## config.mk

```make
export PLATFORM = sky130hd
export DESIGN_NAME = uart_rx
export DESIGN_NICKNAME = d
export VERILOG_FILES = /design/src/rtl/uart_pkg.sv /design/src/rtl/uart_rx_sync_2ff.sv /design/src/rtl/uart_rx.sv
export SDC_FILE = /design/constraint.sdc
export NUM_CORES = 1
export LEC_CHECK = 0
export ABC_CLOCK_PERIOD_IN_PS = 1900
export CAP_MARGIN = 20
export CORE_MARGIN = 2
export CORE_UTILIZATION = 45
export DETAILED_ROUTE_END_ITERATION = 8
export PLACE_DENSITY = 0.75
export SETUP_SLACK_MARGIN = 0.4
export SYNTH_ARGS = -nofsm -noshare
export SYNTH_HDL_FRONTEND = slang
export SYNTH_SLANG_ARGS = --single-unit
```

## constraint.sdc

```tcl
create_clock -name clk -period 1.9 [get_ports clk]
set_input_delay 0.19 -clock clk [delete_from_list [all_inputs] [get_ports clk]]
set_output_delay 0.19 -clock clk [all_outputs]
set_load 0.05 [all_outputs]
```

## src/rtl/uart_pkg.sv

```systemverilog
// Shared UART constants: state encoding, default line settings and bit-period helper.
// Both the receiver and the transmitter use these definitions.
package uart_pkg;

    localparam int DEFAULT_CLK_FREQ = 50_000_000;
    localparam int DEFAULT_BAUDRATE = 115200;

    localparam logic [2:0] IDLE  = 3'd0;
    localparam logic [2:0] START = 3'd1;
    localparam logic [2:0] DATA  = 3'd2;
    localparam logic [2:0] STOP  = 3'd3;
    localparam logic [2:0] BREAK = 3'd4;

    typedef enum logic [2:0] {
        ST_IDLE  = IDLE,
        ST_START = START,
        ST_DATA  = DATA,
        ST_STOP  = STOP,
        ST_BREAK = BREAK
    } rx_state_t;

    function automatic int clk_perbit(input int freq, input int baud);
        return freq / baud;
    endfunction

endpackage

```

## src/rtl/uart_rx_sync_2ff.sv

```systemverilog
// Two-flop synchroniser for a single asynchronous input bit.
// Both flops reset to RESET_VALUE so an idle line produces no false edge.
module sync_2ff #(
    parameter logic RESET_VALUE = 1'b1
) (
    input  logic clk,
    input  logic rst_n,
    input  logic d,
    output logic q
);

    logic [1:0] ff_reg;

    always_ff @(posedge clk or negedge rst_n) begin
        if (!rst_n) begin
            ff_reg <= {2{RESET_VALUE}};
        end else begin
            ff_reg <= {ff_reg[0], d};
        end
    end

    assign q = ff_reg[1];

endmodule

```

## src/rtl/uart_rx.sv

```systemverilog
// 8N1 UART receiver with mid-bit sampling, valid/frame-error pulses and break handling.
// A low stop bit parks the FSM in BREAK until the line returns high.
module uart_rx
    import uart_pkg::*;
#(
    parameter int CLK_FREQ   = DEFAULT_CLK_FREQ,
    parameter int BAUDRATE   = DEFAULT_BAUDRATE,
    parameter int CLK_PERBIT = clk_perbit(CLK_FREQ, BAUDRATE),
    parameter int HALF_BIT   = CLK_PERBIT / 2
) (
    input  logic       clk,
    input  logic       rst_n,
    input  logic       rx_serial,
    output logic [7:0] rx_data,
    output logic       rx_valid,
    output logic       rx_frame_err,
    output logic       rx_busy
);

    localparam logic [15:0] HALF_LAST   = 16'(HALF_BIT - 1);
    localparam logic [15:0] PERBIT_LAST = 16'(CLK_PERBIT - 1);

    logic rx_s;

    rx_state_t   state_reg, state_next;
    logic [15:0] count_reg, count_next;
    logic [2:0]  bit_count_reg, bit_count_next;
    logic [7:0]  shift_reg, shift_next;
    logic [7:0]  data_reg, data_next;
    logic        valid_reg, valid_next;
    logic        err_reg, err_next;

    sync_2ff #(
        .RESET_VALUE(1'b1)
    ) u_sync (
        .clk   (clk),
        .rst_n (rst_n),
        .d     (rx_serial),
        .q     (rx_s)
    );

    always_ff @(posedge clk or negedge rst_n) begin
        if (!rst_n) begin
            state_reg     <= ST_IDLE;
            count_reg     <= 16'd0;
            bit_count_reg <= 3'd0;
            shift_reg     <= 8'd0;
            data_reg      <= 8'd0;
            valid_reg     <= 1'b0;
            err_reg       <= 1'b0;
        end else begin
            state_reg     <= state_next;
            count_reg     <= count_next;
            bit_count_reg <= bit_count_next;
            shift_reg     <= shift_next;
            data_reg      <= data_next;
            valid_reg     <= valid_next;
            err_reg       <= err_next;
        end
    end

    always_comb begin
        state_next     = state_reg;
        count_next     = count_reg;
        bit_count_next = bit_count_reg;
        shift_next     = shift_reg;
        data_next      = data_reg;
        valid_next     = 1'b0;
        err_next       = 1'b0;

        case (state_reg)
            ST_IDLE: begin
                count_next     = 16'd0;
                bit_count_next = 3'd0;
                if (!rx_s) begin
                    state_next = ST_START;
                end
            end

            // A start bit that is already high again at its midpoint is a glitch.
            ST_START: begin
                if (count_reg == HALF_LAST) begin
                    count_next = 16'd0;
                    state_next = rx_s ? ST_IDLE : ST_DATA;
                end else begin
                    count_next = count_reg + 16'd1;
                end
            end

            ST_DATA: begin
                if (count_reg == PERBIT_LAST) begin
                    count_next = 16'd0;
                    shift_next = {rx_s, shift_reg[7:1]};
                    if (bit_count_reg == 3'd7) begin
                        bit_count_next = 3'd0;
                        state_next     = ST_STOP;
                    end else begin
                        bit_count_next = bit_count_reg + 3'd1;
                    end
                end else begin
                    count_next = count_reg + 16'd1;
                end
            end

            // Leaving at mid-stop-bit leaves half a bit to catch a following start edge.
            ST_STOP: begin
                if (count_reg == PERBIT_LAST) begin
                    count_next = 16'd0;
                    if (rx_s) begin
                        data_next  = shift_reg;
                        valid_next = 1'b1;
                        state_next = ST_IDLE;
                    end else begin
                        err_next   = 1'b1;
                        state_next = ST_BREAK;
                    end
                end else begin
                    count_next = count_reg + 16'd1;
                end
            end

            ST_BREAK: begin
                count_next = 16'd0;
                if (rx_s) begin
                    state_next = ST_IDLE;
                end
            end

            default: begin
                state_next = ST_IDLE;
            end
        endcase
    end

    assign rx_data      = data_reg;
    assign rx_valid     = valid_reg;
    assign rx_frame_err = err_reg;
    assign rx_busy      = (state_reg != ST_IDLE);

endmodule

```

==> run_results.csv <==
group,metric,value,unit
run_status,status,"finished with violations",
run_status,violations,"negative setup slack",
sta,setup_slack,-0.110,ns
critical_path,cp-end-kind,"register",
cells_and_area,layout-drive-gt1-share,50.8,%
logic_synthesis,synthTopCellsByArea,"dfrtp_1 (46%), mux2_4 (5.5%), mux2_2 (3.6%), ha_1 (2.9%), a211oi_1 (2.7%)",
placement,post-dp-hpwl,3450,um
cells_and_area,area_growth,46.2,%
grt,grt_max_degree,30,
sta,period_share,106,%
logic_synthesis,synthFlopType,"dfrtp_1",
sta,finalSetupTns,-1.63,ns
cells_and_area,stdcell_area,0.00320,sq mm
hold_path,hold_start,"rx_serial",
logic_synthesis,synth.avg_cell_area,11.2,sq um
sta,setup-violations-final,30,
pwr,ir_drop,0.523,mV
logic_synthesis,yosysUniqueCellTypes,48,
route,drtAntennaViolNets,0,
sta,worst_pin_slew,0.653,ns
logic_synthesis,netlist_instances,196,
flow_run,drv_cap,0,
sta,rsz0062_at_grt,"yes",
hold_path,holdPathStages,1,
route,drc_errors,0,
route,vias_per_cell,5.95,
cells_and_area,antennaDiodeCount,0,
grt,grt_first_pass_wirelength,9520,um
logic_synthesis,ys_top_cells_by_count,"dfrtp_1 (40), nand2_1 (12), o21ai_0 (11)",
route,vias,1904,
cells_and_area,nFillCells,317,
sta,finalWorstPathRequiredPeriod,2.01,ns
route,drtIter0Drc,99,
placement,place_ws,-0.122,ns
clock_tree,cts_tree,"done",
floorplanning,core_region_area,0.00469,sq mm
critical_path,reg2reg_depth,5,
cells_and_area,fin_nets,273,
logic_synthesis,seq_area_frac_synth,48.2,%
clock_tree,clkLatencyLatePin,0.30,ns
route,firstDrtPassIters,4,
sta,fmax,498,MHz
floorplanning,std_cell_rows,25,
logic_synthesis,yosys.area.top_type,"dfrtp_1",
critical_path,required,2.09,ns
cells_and_area,largest_register_ffs,16,
critical_path,startpoint_type,"register",
route,wirelength,6090,um
hold_path,hold_class,"in -> reg",
clock_tree,cts_made_buffers,5,
route,wire_per_inst,19.0,um
critical_path,cp_cell_sequence,"nor4b_4 > nand3_2 > or4_4 > buf_6 > mux2_4",
pwr,p_per_area,468,mW/mm^2
clock_tree,clk_pin_slew_worst_paths,0.08,ns
critical_path,worstSetupPathType,"reg -> reg",
critical_path,arrival,2.20,ns
critical_path,r2r_start,"count_reg[11]$_DFFE_PN0P_",
grt,antenna_found_initial,0,
floorplanning,die_area,0.00543,sq mm
grt,grt_pass1_vias,1918,
clock_tree,cts_buffer_depth,2,
sta,slew_viol_final,0,
grt,gr-usage-all-layers,23.7,%
logic_synthesis,synth_area,0.00219,sq mm
cells_and_area,regArea,0.00106,sq mm
clock_tree,htree_levels,2,
critical_path,max_stage_delay,0.53,ns
critical_path,cpMaxStageDelayCell,"or4_4",
cells_and_area,multiInputGateArea,0.00133,sq mm
logic_synthesis,yosysMostFrequentCell,"dfrtp_1",
floorplanning,initial_core_util,46.6,%
clock_tree,cts_root_buf,"clkbuf_8",
critical_path,r2r_slack,-0.11,ns
floorplanning,io_pins,14,
clock_tree,cts_sinks,42,
logic_synthesis,synthArstFlopShare,100,%
logic_synthesis,yosysWarningCount,0,
sta,hold_viol,0,
grt,overflow,0,
placement,gp_congestion,0.899,
logic_synthesis,ys_ff_latch,42,
critical_path,crit_fanout,5,
logic_synthesis,syn_nets,204,
placement,port_buffers,13,
floorplanning,dieHeight,73.7,um
placement,place_area,0.00265,sq mm
pwr,p_leak,1.44,nW
logic_synthesis,synth_top_area_share,45.8,%
sta,skew,0.00200,ns
logic_synthesis,synth_edf_count,0,
floorplanning,die_w,73.7,um
sta,slew_headroom,56.5,%
hold_path,worstHoldEndpoint,"u_sync.ff_reg[0]$_DFF_PN1_",
critical_path,r2r_end,"shift_reg[4]$_DFFE_PN0P_",
[timing repair]
item	CTS	global route
gates resized for setup	61	19
setup buffers	14	7
pin swaps	15	11
endpoints found under the setup margin	51	41
hold endpoints to repair	26	0
gates cloned	0	1
hold buffers	1	0
[critical path, delay by kind of cell (launching register included)]
kind	cells	cell delay (ns)
flops	1	0.43
mux	1	0.30
buf+inv	1	0.16
simple gates	3	1.01
[metal layers]
layer  track usage (%)  routed length (um)  share of wire [%]  up-vias
li1                  -                   -                  -      870
met1              29.2                2550                 42      950
met2              38.9                3060                 50       60
met3              4.66                 212                3.5       24
met4              12.7                 267                4.4        0
met5                 0                   0                  0        -
[metrics by stage]
| step | hold WS (ns) | util, % | power, mW | std cells |
|---|---|---|---|---|
| floorplan | -0.106 | - | 0.917 | 196 |
| global placement | 0.250 | 56.5 | 0.939 | 289 |
| detailed placement | 0.252 | 56.5 | 0.940 | 289 |
| global route | 0.280 | 68.2 | 1.56 | 320 |
| finish | 0.290 | 68.2 | 1.50 | 320 |
| CTS | 0.294 | 65.1 | 1.51 | 312 |
[kinds of logic (layout without fill, tap and decap cells)]
| group | Yosys count | count (layout) | share of synthesized area, % |
|---|---|---|---|
| AO/OA/AOI/OAI | 41 | 41 | 13.4 |
| XOR/XNOR | 5 | 5 | 2.00 |
| adder cells (fa/ha/maj) | 5 | 5 | 2.86 |
| buffers and inverters | 18 | 88 | 3.95 |
| flip-flops | 42 | 42 | 48.2 |
| multiplexers | 17 | 17 | 10.1 |
| AND/OR/NAND/NOR | 68 | 68 | 19.6 |
[cell type report]
type | count | share of cell area (%)
Tap cell | 54 | 2.11
Timing Repair Buffer | 72 | 19.5
Multi-Input combinational cell | 136 | 41.7
Inverter | 8 | 0.939
Clock inverter | 2 | 0.430
Clock buffer | 6 | 2.27
Sequential cell | 42 | 33.0
[power breakdown]
| part | switching (mW) | total (mW) | internal, mW |
|---|---|---|---|
| clock network | 0.316 | 0.575 | 0.259 |
| registers | 0.00219 | 0.899 | 0.897 |
| logic | 0.0178 | 0.0233 | 0.00542 |
| total | 0.336 | 1.50 | 1.16 |
[worst max-delay path by stage]
stage	from	to	slack (ns)	cells after the start
floorplan	count_reg[1]$_DFFE_PN0P_	shift_reg[0]$_DFFE_PN0P_	-0.09	7
global placement	count_reg[1]$_DFFE_PN0P_	shift_reg[1]$_DFFE_PN0P_	-0.05	7
detailed placement	count_reg[0]$_DFFE_PN0P_	count_reg[11]$_DFFE_PN0P_	-0.12	7
CTS	count_reg[1]$_DFFE_PN0P_	shift_reg[4]$_DFFE_PN0P_	-0.07	7
global route	count_reg[11]$_DFFE_PN0P_	shift_reg[0]$_DFFE_PN0P_	-0.15	5
finish	count_reg[11]$_DFFE_PN0P_	shift_reg[4]$_DFFE_PN0P_	-0.11	5
[cells in the final DEF, fill, tap and decap left out, drive strengths merged, types with 5 or more instances in the layout]
cell type	instances
dfrtp	40
inv	8
dlygate4sd2	10
o21ai	11
buf	60
nor3	10
nor2	5
o31ai	5
clkbuf	6
nand3	11
mux2	16
ha	5
a211oi	9
nand2	12
or3	7
No activity file was read; power rests on OpenSTA's default activity.
